File: src/rtl/led_result_pkg.sv
// Shared types and constants for the reaction-timer LED result latch.
package led_result_pkg;

    localparam int DIG_W = 4;

    typedef enum logic {
        IDLE = 1'b0,
        HOLD = 1'b1
    } state_t;

    localparam logic [1:0] MODE_LAST = 2'b00;
    localparam logic [1:0] MODE_BEST = 2'b01;
    localparam logic [1:0] MODE_HIST = 2'b10;
    localparam logic [1:0] MODE_OFF  = 2'b11;

endpackage

File: src/rtl/led_result_hist.sv
// Circular history of captured results with a registered read port.
// Index 0 is the most recent entry. A read returns the contents as they were before a same-cycle push.
module led_hist_ring #(
    parameter int HIST = 4,
    parameter int W    = 8
) (
    input  logic                    i_clk,
    input  logic                    i_rst_n,
    input  logic                    i_push,
    input  logic [W-1:0]            i_data,
    input  logic [$clog2(HIST)-1:0] i_idx,
    output logic [W-1:0]            o_rd_data,
    output logic                    o_rd_vld,
    output logic [$clog2(HIST):0]   o_cnt
);
    localparam int AW = $clog2(HIST);

    logic [W-1:0]  r_mem [HIST];
    logic [AW-1:0] r_wptr;
    logic [AW:0]   r_cnt;
    logic [W-1:0]  r_rd_data;
    logic          r_rd_vld;
    logic [AW-1:0] w_raddr;
    logic          w_hit;

    // HIST is a power of two, so the subtraction wraps for free.
    assign w_raddr = r_wptr - AW'(1) - i_idx;
    assign w_hit   = {1'b0, i_idx} < r_cnt;

    always_ff @(posedge i_clk) begin
        if (!i_rst_n) begin
            r_wptr    <= '0;
            r_cnt     <= '0;
            r_rd_data <= '0;
            r_rd_vld  <= 1'b0;
        end else begin
            if (i_push) begin
                r_mem[r_wptr] <= i_data;
                r_wptr        <= r_wptr + AW'(1);
                if (r_cnt != (AW+1)'(HIST))
                    r_cnt <= r_cnt + (AW+1)'(1);
            end
            r_rd_vld  <= w_hit;
            r_rd_data <= w_hit ? r_mem[w_raddr] : '0;
        end
    end

    assign o_rd_data = r_rd_data;
    assign o_rd_vld  = r_rd_vld;
    assign o_cnt     = r_cnt;

endmodule

File: src/rtl/led_result_latch.sv
// Result latch and LED display driver: captures a non-zero BCD time per readit, tracks best, keeps history.
// Optional blinking new-best indicator when LED_RESULT_BLINK_EN is defined.
module led_result_latch
    import led_result_pkg::*;
#(
    parameter int NDIG      = 2,
    parameter int HIST      = 4,
    parameter int BLINK_DIV = 25_000_000
) (
    input  logic                    clk50M,
    input  logic                    rst_n,
    input  logic [DIG_W*NDIG-1:0]   digits,
    input  logic                    readit,
    input  logic [1:0]              mode,
    input  logic [$clog2(HIST)-1:0] hist_idx,
    output logic [DIG_W*NDIG+1:0]   LED,
    output logic [$clog2(HIST):0]   hist_cnt
);
    localparam int VW = DIG_W * NDIG;

    state_t        r_state;
    logic [VW-1:0] r_last;
    logic [VW-1:0] r_best;
    logic          r_best_vld;
    logic          r_nb;
    logic [VW+1:0] r_led;
    logic [1:0]    r_mode_q;
    logic          w_capture;
    logic          w_better;
    logic          w_nb_disp;
    logic [VW-1:0] w_hist_data;
    logic          w_hist_vld;

    // Zero means "no reaction yet" and is never latched.
    assign w_capture = (r_state == IDLE) && readit && (digits != '0);
    assign w_better  = !r_best_vld || (digits < r_best);

    always_ff @(posedge clk50M) begin
        if (!rst_n) begin
            r_state    <= IDLE;
            r_last     <= '0;
            r_best     <= '0;
            r_best_vld <= 1'b0;
            r_nb       <= 1'b0;
        end else if (!readit) begin
            r_state <= IDLE;
            r_last  <= '0;
            r_nb    <= 1'b0;
        end else if (w_capture) begin
            r_state <= HOLD;
            r_last  <= digits;
            r_nb    <= w_better;
            if (w_better) begin
                r_best     <= digits;
                r_best_vld <= 1'b1;
            end
        end
    end

`ifdef LED_RESULT_BLINK_EN
    localparam int BW = $clog2(BLINK_DIV + 1);
    logic [BW-1:0] r_blink_cnt;
    logic          r_blink_on;

    always_ff @(posedge clk50M) begin
        if (!rst_n) begin
            r_blink_cnt <= '0;
            r_blink_on  <= 1'b0;
        end else if (w_capture) begin
            r_blink_cnt <= '0;
            r_blink_on  <= 1'b1;
        end else if (r_state == HOLD) begin
            if (r_blink_cnt == BW'(BLINK_DIV - 1)) begin
                r_blink_cnt <= '0;
                r_blink_on  <= ~r_blink_on;
            end else begin
                r_blink_cnt <= r_blink_cnt + BW'(1);
            end
        end
    end

    assign w_nb_disp = r_nb & r_blink_on;
`else
    assign w_nb_disp = r_nb;
`endif

    led_hist_ring #(
        .HIST (HIST),
        .W    (VW)
    ) u_hist (
        .i_clk     (clk50M),
        .i_rst_n   (rst_n),
        .i_push    (w_capture),
        .i_data    (digits),
        .i_idx     (hist_idx),
        .o_rd_data (w_hist_data),
        .o_rd_vld  (w_hist_vld),
        .o_cnt     (hist_cnt)
    );

    always_ff @(posedge clk50M) begin
        if (!rst_n) begin
            r_led    <= '0;
            r_mode_q <= MODE_LAST;
        end else begin
            r_mode_q <= mode;
            case (mode)
                MODE_LAST: r_led <= {w_nb_disp, r_state == HOLD, r_last};
                MODE_BEST: r_led <= {1'b0, r_best_vld, r_best};
                default:   r_led <= '0;
            endcase
        end
    end

    // History data is already registered inside the ring; select it with the registered mode.
    assign LED = (r_mode_q == MODE_HIST) ? {1'b0, w_hist_vld, w_hist_data} : r_led;

endmodule

File: config.mk
export PLATFORM = sky130hd
export DESIGN_NAME = led_result_latch
export DESIGN_NICKNAME = d
export VERILOG_FILES = /design/src/rtl/led_result_pkg.sv /design/src/rtl/led_result_hist.sv /design/src/rtl/led_result_latch.sv
export SDC_FILE = /design/constraint.sdc
export NUM_CORES = 1
export LEC_CHECK = 0
export CAP_MARGIN = 20
export CORE_ASPECT_RATIO = 1.2
export CORE_UTILIZATION = 55
export CTS_BUF_LIST = sky130_fd_sc_hd__clkbuf_4
export DETAILED_ROUTE_END_ITERATION = 10
export PLACE_DENSITY = 0.76
export SETUP_SLACK_MARGIN = 0.3
export SLEW_MARGIN = 20
export SYNTH_ARGS = -nofsm -noshare
export SYNTH_HDL_FRONTEND = slang
export SYNTH_HIERARCHICAL = 1
export SYNTH_SLANG_ARGS = --single-unit
File: constraint.sdc
create_clock -name clk50M -period 2.57 [get_ports clk50M]
set_input_delay 0.257 -clock clk50M [delete_from_list [all_inputs] [get_ports clk50M]]
set_output_delay 0.257 -clock clk50M [all_outputs]
set_load 0.02 [all_outputs]
### Word-level counts from Yosys, hierarchy flattened

Memory sizes are Yosys's and may differ from the RTL's. A register that Yosys moved wholly into a read port is not among the register bits.
Cells that the tools add are included.

* add/sub/neg operators: 4
* order comparisons: 2
* eq/ne operators: 3
* multiplexer cells: 5
* bitwise gates (word level): 1
* reductions and logical operators: 11

Operator list (number)
* $pmux W10 S2: 1
* $mux W10: 1
* $lt A8 B8 Y1: 1
* $reduce_bool A8 Y1: 1
* $reduce_and A2 Y1: 3
* $add A3 B1 Y3 const B: 1
* $lt A2 B3 Y1: 1
* $mux W1: 3
* $ne A3 B3 Y1 const B: 1
* $reduce_and A3 Y1: 1
* $add A2 B1 Y2 const B: 1
* $eq A2 B1 Y1 const B: 1
* $eq A2 B2 Y1 const B: 1
* $logic_and A1 B1 Y1: 2
* $logic_not A1 Y1: 2
* $logic_not A2 Y1: 1
* $sub A2 B1 Y2 const B: 1
* $sub A2 B2 Y2: 1
* $logic_or A1 B1 Y1: 1
* $not A1 Y1: 1

* bits in registers: 37
* bits in writable memories: 32
* input bits: 15
* output and inout port bits: 13
* word-level logic and storage cells: 37
* memories kept: 1

Memory list
* u_hist.r_mem: words 4, width 8, read ports 1, clocked after memory_dff 1, wr ports 1, line led_result_hist.sv:18 `logic [W-1:0] r_mem [HIST];`

### Logic depth before layout (Yosys ltp)

Gate-level depths: netlist of the first run.

* depth in word-level cells: 6
* gate-level depth with buffers: 8
* gate-level depth less buffers: 6

### Hierarchy

The synthesis of the first run kept the hierarchy.

By module, submodules not included
* led_hist_ring: instances 1, cells an instance 98, area an instance 1796.7 sq um, seq. area each 1241.2 sq um
* led_result_latch: instances 1, cells an instance 149, area an instance 1431.4 sq um, seq. area each 620.6 sq um

### Worst setup path after synthesis of the first run

Ideal clock, no wire load.

* path type: register -> register
* start: register u_hist.r_wptr[0]
* end: register u_hist.r_rd_data[0], in the netlist u_hist/o_rd_data[0] (read register of u_hist.r_mem)
* library setup time: 0.115 ns
* data arrival time: 1.651 ns
* required time: 2.455 ns
* setup slack: 0.804 ns
* cell stages (with the launch flop): 5
* buffers on the path: 1
* clock period less this slack: 1.766 ns
* path through: dfxtp_1 > ha_1 > clkbuf_1 > mux4_1 > and2_1

* longest elaborated chain between the ends: 2

Ends and longest elaborated chain
* start, declared: line led_result_hist.sv:19 `logic [AW-1:0] r_wptr;`
* start signal, assigned: line led_result_hist.sv:39 `r_wptr <= r_wptr + AW'(1);`
* $sub A2 B1 Y2: line led_result_hist.sv:27 `assign w_raddr = r_wptr - AW'(1) - i_idx;`
* $sub A2 B2 Y2: line led_result_hist.sv:27
* end, declared: line led_result_hist.sv:21 `logic [W-1:0] r_rd_data;`

Every way passes these cells.
A chain may end at the register's enable or synchronous reset.

### Worst setup path in the final report of the first run

* start: register r_mode_q[1]
* end: output LED[5]

* longest elaborated chain between the ends: 2

Ends and longest elaborated chain
* start, declared: line led_result_latch.sv:27 `logic [1:0] r_mode_q;`
* start signal, assigned: line led_result_latch.sv:106 `r_mode_q <= mode;`
* $eq A2 B2 Y1: line led_result_latch.sv:116 `assign LED = (r_mode_q == MODE_HIST) ? {1'b0, w_hist_vld, w_hist_data} : r_led;`
* $mux W10: line led_result_latch.sv:116
* end, declared: line led_result_latch.sv:16 `output logic [DIG_W*NDIG+1:0] LED,`

Every way passes these cells.

==> results of run 1 <==
## state kept, by name, summed over array words and instances (netlist names)
| name | flops |
|---|---|
| u_hist/o_rd_vld | 1 |
| r_best | 8 |
| r_mode_q | 2 |
| r_state | 1 |
| u_hist/o_rd_data | 8 |
| u_hist/r_wptr | 2 |
| u_hist/o_cnt | 3 |
| r_last | 8 |
| r_led | 10 |
| r_best_vld | 1 |
| u_hist/r_mem | 32 |
| r_nb | 1 |
## layout make-up
cell class              instances  area, um^2
multi-input cells             144        1250
clock inverters                 7        90.1
well taps                      80         100
inverters                      17        63.8
repair buffers                 40         387
fillers                       436        1850
flip-flops and latches         77        1860
clock buffers                   9        67.6
## logic make-up (layout without fill, tap and decap cells)
family	Yosys count	count (layout)	synth area share, %
flops	77	77	57.7
buf+inv	26	73	3.60
fa+ha+maj	15	15	5.81
simple gates	69	69	10.7
compound gates	13	13	2.95
mux	44	44	18.0
xor+xnor	3	3	1.28
## critical path, stage by stage, from the launching register on
cell and delay, ns:
dfxtp_1 0.32, nor2b_1 0.15, buf_6 0.19, mux2_2 0.35, dlygate4sd2_1 0.33
## synth_stat cells (4+ instances only)
cell type   n  area (um^2)
mux2i_1    27          270
ha_1       15          188
dfxtp_1    45          901
nor2b_1     5         31.3
and2_1     13         81.3
inv_1      17         63.8
mux2_2      9          101
edfxtp_1   32          961
and3_1      4         25.0
mux4_1      8          210
clkbuf_1    4         15.0
nand2_1    18         67.6
nor2_1     19         71.3
## stage by stage
step / utilization (%) / cells / hold WS (ns) / setup WS [ns] / instance area, um^2
detailed placement: 64.3 / 358 / 0.468 / 0.212 / 3640
CTS: 67.0 / 374 / 0.404 / 0.315 / 3800
floorplan: - / 247 / 0.356 / 0.804 / 3230
global route: 67.4 / 374 / 0.417 / 0.460 / 3820
global placement: 64.3 / 358 / 0.460 / 0.327 / 3640
finish: 67.4 / 374 / 0.437 / 0.570 / 3820
## per-layer routing
metal | vias up | global-route usage [%] | part of all wire (%)
met4 | 0 | 7.49 | 1.9
met3 | 10 | 5.05 | 4.2
met5 | - | 0 | 0
met2 | 52 | 37.4 | 51
met1 | 966 | 27.2 | 43
li1 | 959 | - | -
## power by group through the flow
stage	sequential (mW)	clock, mW	combinational (mW)
3_5_place_dp	1.37	0	0.310
5_1_grt	1.35	0.871	0.337
2_1_floorplan	1.37	0	0.195
6_report	1.35	0.797	0.308
4_1_cts	1.35	0.819	0.311
3_3_place_gp	1.37	0	0.301
## timing repair
item	in CTS	in global routing
endpoints found under the setup margin	2	7
gates resized for setup	2	8
pin swaps	0	0
setup buffers	0	0
cloned	0	0
## worst min-delay path by stage
stage,endpoint,depth (start not counted)
3_3_place_gp,r_best[6],2
5_1_grt,r_mode_q[1],2
6_report,r_mode_q[1],2
2_1_floorplan,u_hist/r_mem[0][0],0
3_5_place_dp,r_led[9],1
4_1_cts,r_mode_q[1],2
==> impl_metrics.json, run 1 <==
{
  "wl_um": 6210,
  "synth_cells": 247,
  "r2r_start": "u_hist/r_wptr[0]",
  "drtAntennaViolNets": 0,
  "hold_start": "mode[1]",
  "setup-violations-final": 0,
  "power_frac_clock_pct": 32.5,
  "insertion_delay_ns": 0.40,
  "cp-end-kind": "output port",
  "synthFlopType": "dfxtp_1",
  "ir_drop_v": 0.000294,
  "synth-async-reset-ratio_pct": 0,
  "crit_arrival_ns": 1.74,
  "cp_max_fo": 10,
  "synth_edf_count": 32,
  "drtIter0Drc": 112,
  "worst_r2r_path_depth": 3,
  "crit_path_start_kind": "register",
  "grt_use_total_pct": 21.8,
  "leakage_nw": 1.68,
  "routabilityCongestion": 0.778,
  "dp_hpwl_um": 4480,
  "hp-class": "primary input to register",
  "startpoint": "r_mode_q[1]",
  "grt_overflow": 0,
  "die_w_um": 71.9,
  "synth_nets": 277,
  "die_h_um": 85.9,
  "outcome": "finished clean",
  "grt_antenna_before_repair": 0,
  "worst_pin_slew_ns": 0.748,
  "drtPass1Iterations": 4,
  "period_minus_slack_ns": 2.00,
  "finalHoldViolCount": 0,
  "worstPathRequired_ns": 2.31,
  "cts_buffers": 9,
  "yosysWarnings": 6,
  "synth.distinct_cells": 33,
  "r2r_setup_slack_ns": 0.73,
  "final.setup_skew_ns": 0.00820,
  "finalNetCount": 319,
  "clockRootBuffer": "clkbuf_4",
  "power.total_mw": 2.45,
  "p_sw_share_pct": 23.9,
  "io_pins": 28,
  "numPortBuffers": 27,
  "layout-drive-gt1-share_pct": 13.9,
  "setup_tns_ns": 0,
  "route.detailed.drc": 0,
  "cts_tree": "yes",
  "core_area_mm2": 0.00567,
  "path_clk_slew_ns": 0.12,
  "pwr-share-comb_pct": 12.6,
  "layout_commonest_cell": "dfxtp_1",
  "via_per_inst": 5.31,
  "diodes": 0,
  "seq_power_share_pct": 54.9,
  "max_freq_mhz": 500,
  "maxCapViolations": 0,
  "final_cell_mix": "45 x dfxtp_1, 32 x edfxtp_1, 27 x mux2i_1, 19 x nor2_1",
  "p_int_mw": 1.86,
  "fin_crit_sh_pct": 77.8,
  "synth-seq-cells": 77,
  "postSynthAreaPerCell_um2": 13.1,
  "cts_hold_buf": 0,
  "grt_max_degree": 18,
  "grt_pass1_vias": 1888,
  "switchingPower_mw": 0.585,
  "power_density_mw_per_mm2": 641,
  "rsz0062_at_grt": "no",
  "rows": 30,
  "grt_pass1_wl_um": 9570,
  "ys_seq_area_share_pct": 57.7,
  "slew_headroom_pct": 50.0,
  "vias": 1987,
  "slew_violations": 0,
  "regToRegEndpoint": "u_hist/o_rd_data[4]",
  "area_delta_synth_final_pct": 18.3,
  "mappedNetlistArea_mm2": 0.00323,
  "die_area_mm2": 0.00618,
  "wl_per_cell_um": 16.6,
  "cts_sinks": 77,
  "cts_buffer_depth": 2,
  "crit_end": "LED[5]",
  "h-tree-depth": 3,
  "crit_type": "register to output port",
  "initial_core_util_pct": 57.0
}
(Power assumes the default switching activity.)
==> run 2: changes to the inputs <==
--- a/config.mk
+++ b/config.mk
@@ -7,10 +7,10 @@
 export LEC_CHECK = 0
 export CAP_MARGIN = 20
 export CORE_ASPECT_RATIO = 1.2
-export CORE_UTILIZATION = 55
+export CORE_UTILIZATION = 54
 export CTS_BUF_LIST = sky130_fd_sc_hd__clkbuf_4
 export DETAILED_ROUTE_END_ITERATION = 10
-export PLACE_DENSITY = 0.76
+export PLACE_DENSITY = 0.78
 export SETUP_SLACK_MARGIN = 0.3
 export SLEW_MARGIN = 20
 export SYNTH_ARGS = -nofsm -noshare
==> constraint.sdc (replaced) <==
create_clock -name clk50M -period 1.84 [get_ports clk50M]
set_input_delay 0.184 -clock clk50M [delete_from_list [all_inputs] [get_ports clk50M]]
set_output_delay 0.184 -clock clk50M [all_outputs]
set_load 0.02 [all_outputs]
==> impl_metrics.json, run 2 (same netlist as run 1, synthesis figures left out) <==
{
  "outcome": "finished clean",
  "crit_path_start_kind": "register",
  "worst_pin_slew_ns": 0.331,
  "wl_per_cell_um": 18.3,
  "leakage_nw": 1.75,
  "path_delay_family": "buffers and inverters",
  "cp_max_fo": 5,
  "die_w_um": 72.6,
  "cts_tree": "yes",
  "cp-end-kind": "output port",
  "layout_commonest_cell": "dfxtp_1",
  "power_density_mw_per_mm2": 881,
  "finalNetCount": 342,
  "min_to": "u_hist/r_mem[0][2]",
  "layout-drive-gt1-share_pct": 40.7,
  "area_delta_synth_final_pct": 33.5,
  "regToRegEndpoint": "r_best[5]",
  "ir_drop_v": 0.000568,
  "path_clk_slew_ns": 0.12,
  "dp_hpwl_um": 4600,
  "crit_slowest_cell": "dfxtp_1",
  "initial_core_util_pct": 56.6,
  "grt_use_total_pct": 24.0,
  "hp-class": "primary input to register",
  "crit_chain": "nor2b_4 -> buf_12 -> buf_16 -> mux2_4 -> buf_6",
  "diodes": 0,
  "largest_reg_flops": 32,
  "route.detailed.drc": 0,
  "crit_arrival_ns": 1.61,
  "cpPeakStageDelay_ns": 0.33,
  "grt_pass1_vias": 2134,
  "hold_start": "digits[2]",
  "fill_cells": 386,
  "routabilityCongestion": 0.824,
  "cts_buffer_depth": 2,
  "final_cell_mix": "35 x dfxtp_1, 33 x buf_4, 32 x edfxtp_1, 27 x mux2i_1, 18 x nor2_1",
  "cts_sinks": 77,
  "slew_headroom_pct": 77.8,
  "worst_r2r_path_depth": 7,
  "fin_crit_sh_pct": 97.6,
  "clockRootBuffer": "clkbuf_4",
  "core_area_mm2": 0.00571,
  "drtAntennaViolNets": 0,
  "vias": 2129,
  "path_depth": 5,
  "insertion_delay_ns": 0.42,
  "worst-path-buf-inv": 3,
  "crit_type": "register to output port",
  "io_pins": 28,
  "grt_overflow": 0,
  "die_h_um": 86.7,
  "slew_violations": 0,
  "largest-register": "u_hist/r_mem",
  "grt_pass1_wl_um": 10700,
  "finalHoldViolCount": 0,
  "drtIter0Drc": 104,
  "setup_tns_ns": 0,
  "die_area_mm2": 0.00629,
  "maxCapViolations": 0,
  "power.total_mw": 3.80,
  "rsz0062_at_grt": "yes",
  "final.setup_skew_ns": 0.00904,
  "via_per_inst": 5.36,
  "h-tree-depth": 3,
  "cts_buffers": 9,
  "r2r_start": "r_best[7]",
  "rows": 30,
  "period_minus_slack_ns": 1.80,
  "hold_depth": 2,
  "setup-violations-final": 0,
  "r2r_setup_slack_ns": 0.19,
  "reg.largest.list": "u_hist/r_mem x32, r_led x10",
  "numPortBuffers": 27,
  "drtPass1Iterations": 4,
  "wl_um": 7270,
  "max_freq_mhz": 557,
  "grt_antenna_before_repair": 0,
  "grt_max_degree": 32,
  "worstPathRequired_ns": 1.66
}
[run 2: cell count changes in the layout (fill, tap and decap cells not counted), sizes merged, moves of 2 or more]
| cell | change |
|---|---|
| buf | +33 |
| clkdlybuf4s50 | -11 |
| clkinv | -2 |
| dlygate4sd2 | +8 |
| dlymetal6s2s | -7 |
[run 2: worst max path at each step]
| stage | startpoint | end | slack [ns] |
|---|---|---|---|
| after floorplan | r_state | u_hist/r_mem[2][0] | 0.29 |
| after global placement | digits[7] | r_best[3] | -0.15 |
| after detailed placement | digits[7] | u_hist/o_cnt[2] | -0.20 |
| after CTS | r_mode_q[1] | LED[2] | 0.02 |
| after global routing | r_mode_q[1] | LED[2] | -0.002 |
| final | r_mode_q[1] | LED[2] | 0.04 |
[run 2: cell type report]
type	instances	area, um^2	area share [%]
Sequential cell	77	1880	43.6
Multi-Input combinational cell	144	1490	34.5
Timing Repair Buffer	63	594	13.8
Clock inverter	6	110	2.56
Tap cell	80	100	2.32
Clock buffer	10	75.1	1.74
Inverter	17	63.8	1.48
[run 2: what timing repair did]
item,4_1_cts,5_1_grt
gates resized for setup,101,38
setup buffers,7,4
hold buffers,0,0
cloned,1,0
setup endpoints to repair,47,45
pin swaps,1,19
[run 2: per-stage QoR]
| step | setup slack, ns | hold WS, ns | instance area [um^2] | utilization [%] | cells |
|---|---|---|---|---|---|
| 6_report | 0.0439 | 0.318 | 4310 | 75.5 | 397 |
| 4_1_cts | 0.0187 | 0.275 | 4170 | 73.0 | 393 |
| 3_5_place_dp | -0.195 | 0.473 | 3790 | 66.4 | 369 |
| 5_1_grt | -0.00227 | 0.301 | 4310 | 75.5 | 397 |
| 2_1_floorplan | 0.293 | 0.283 | 3270 | - | 247 |
| 3_3_place_gp | -0.149 | 0.462 | 3790 | 66.4 | 369 |
[run 2: metal layers]
| layer | vias up | routed length (um) | track usage (%) |
|---|---|---|---|
| li1 | 995 | - | - |
| met1 | 1065 | 3130 | 28.8 |
| met2 | 57 | 3730 | 41.6 |
| met3 | 12 | 249 | 3.84 |
| met4 | 0 | 163 | 11.8 |
| met5 | - | 0 | 0 |
[run 2: report_power, final]
group	leakage [nW]	switching [mW]	internal (mW)
clock network	0.0947	0.586	0.704
logic	0.994	0.289	0.334
registers	0.662	0.0372	1.85
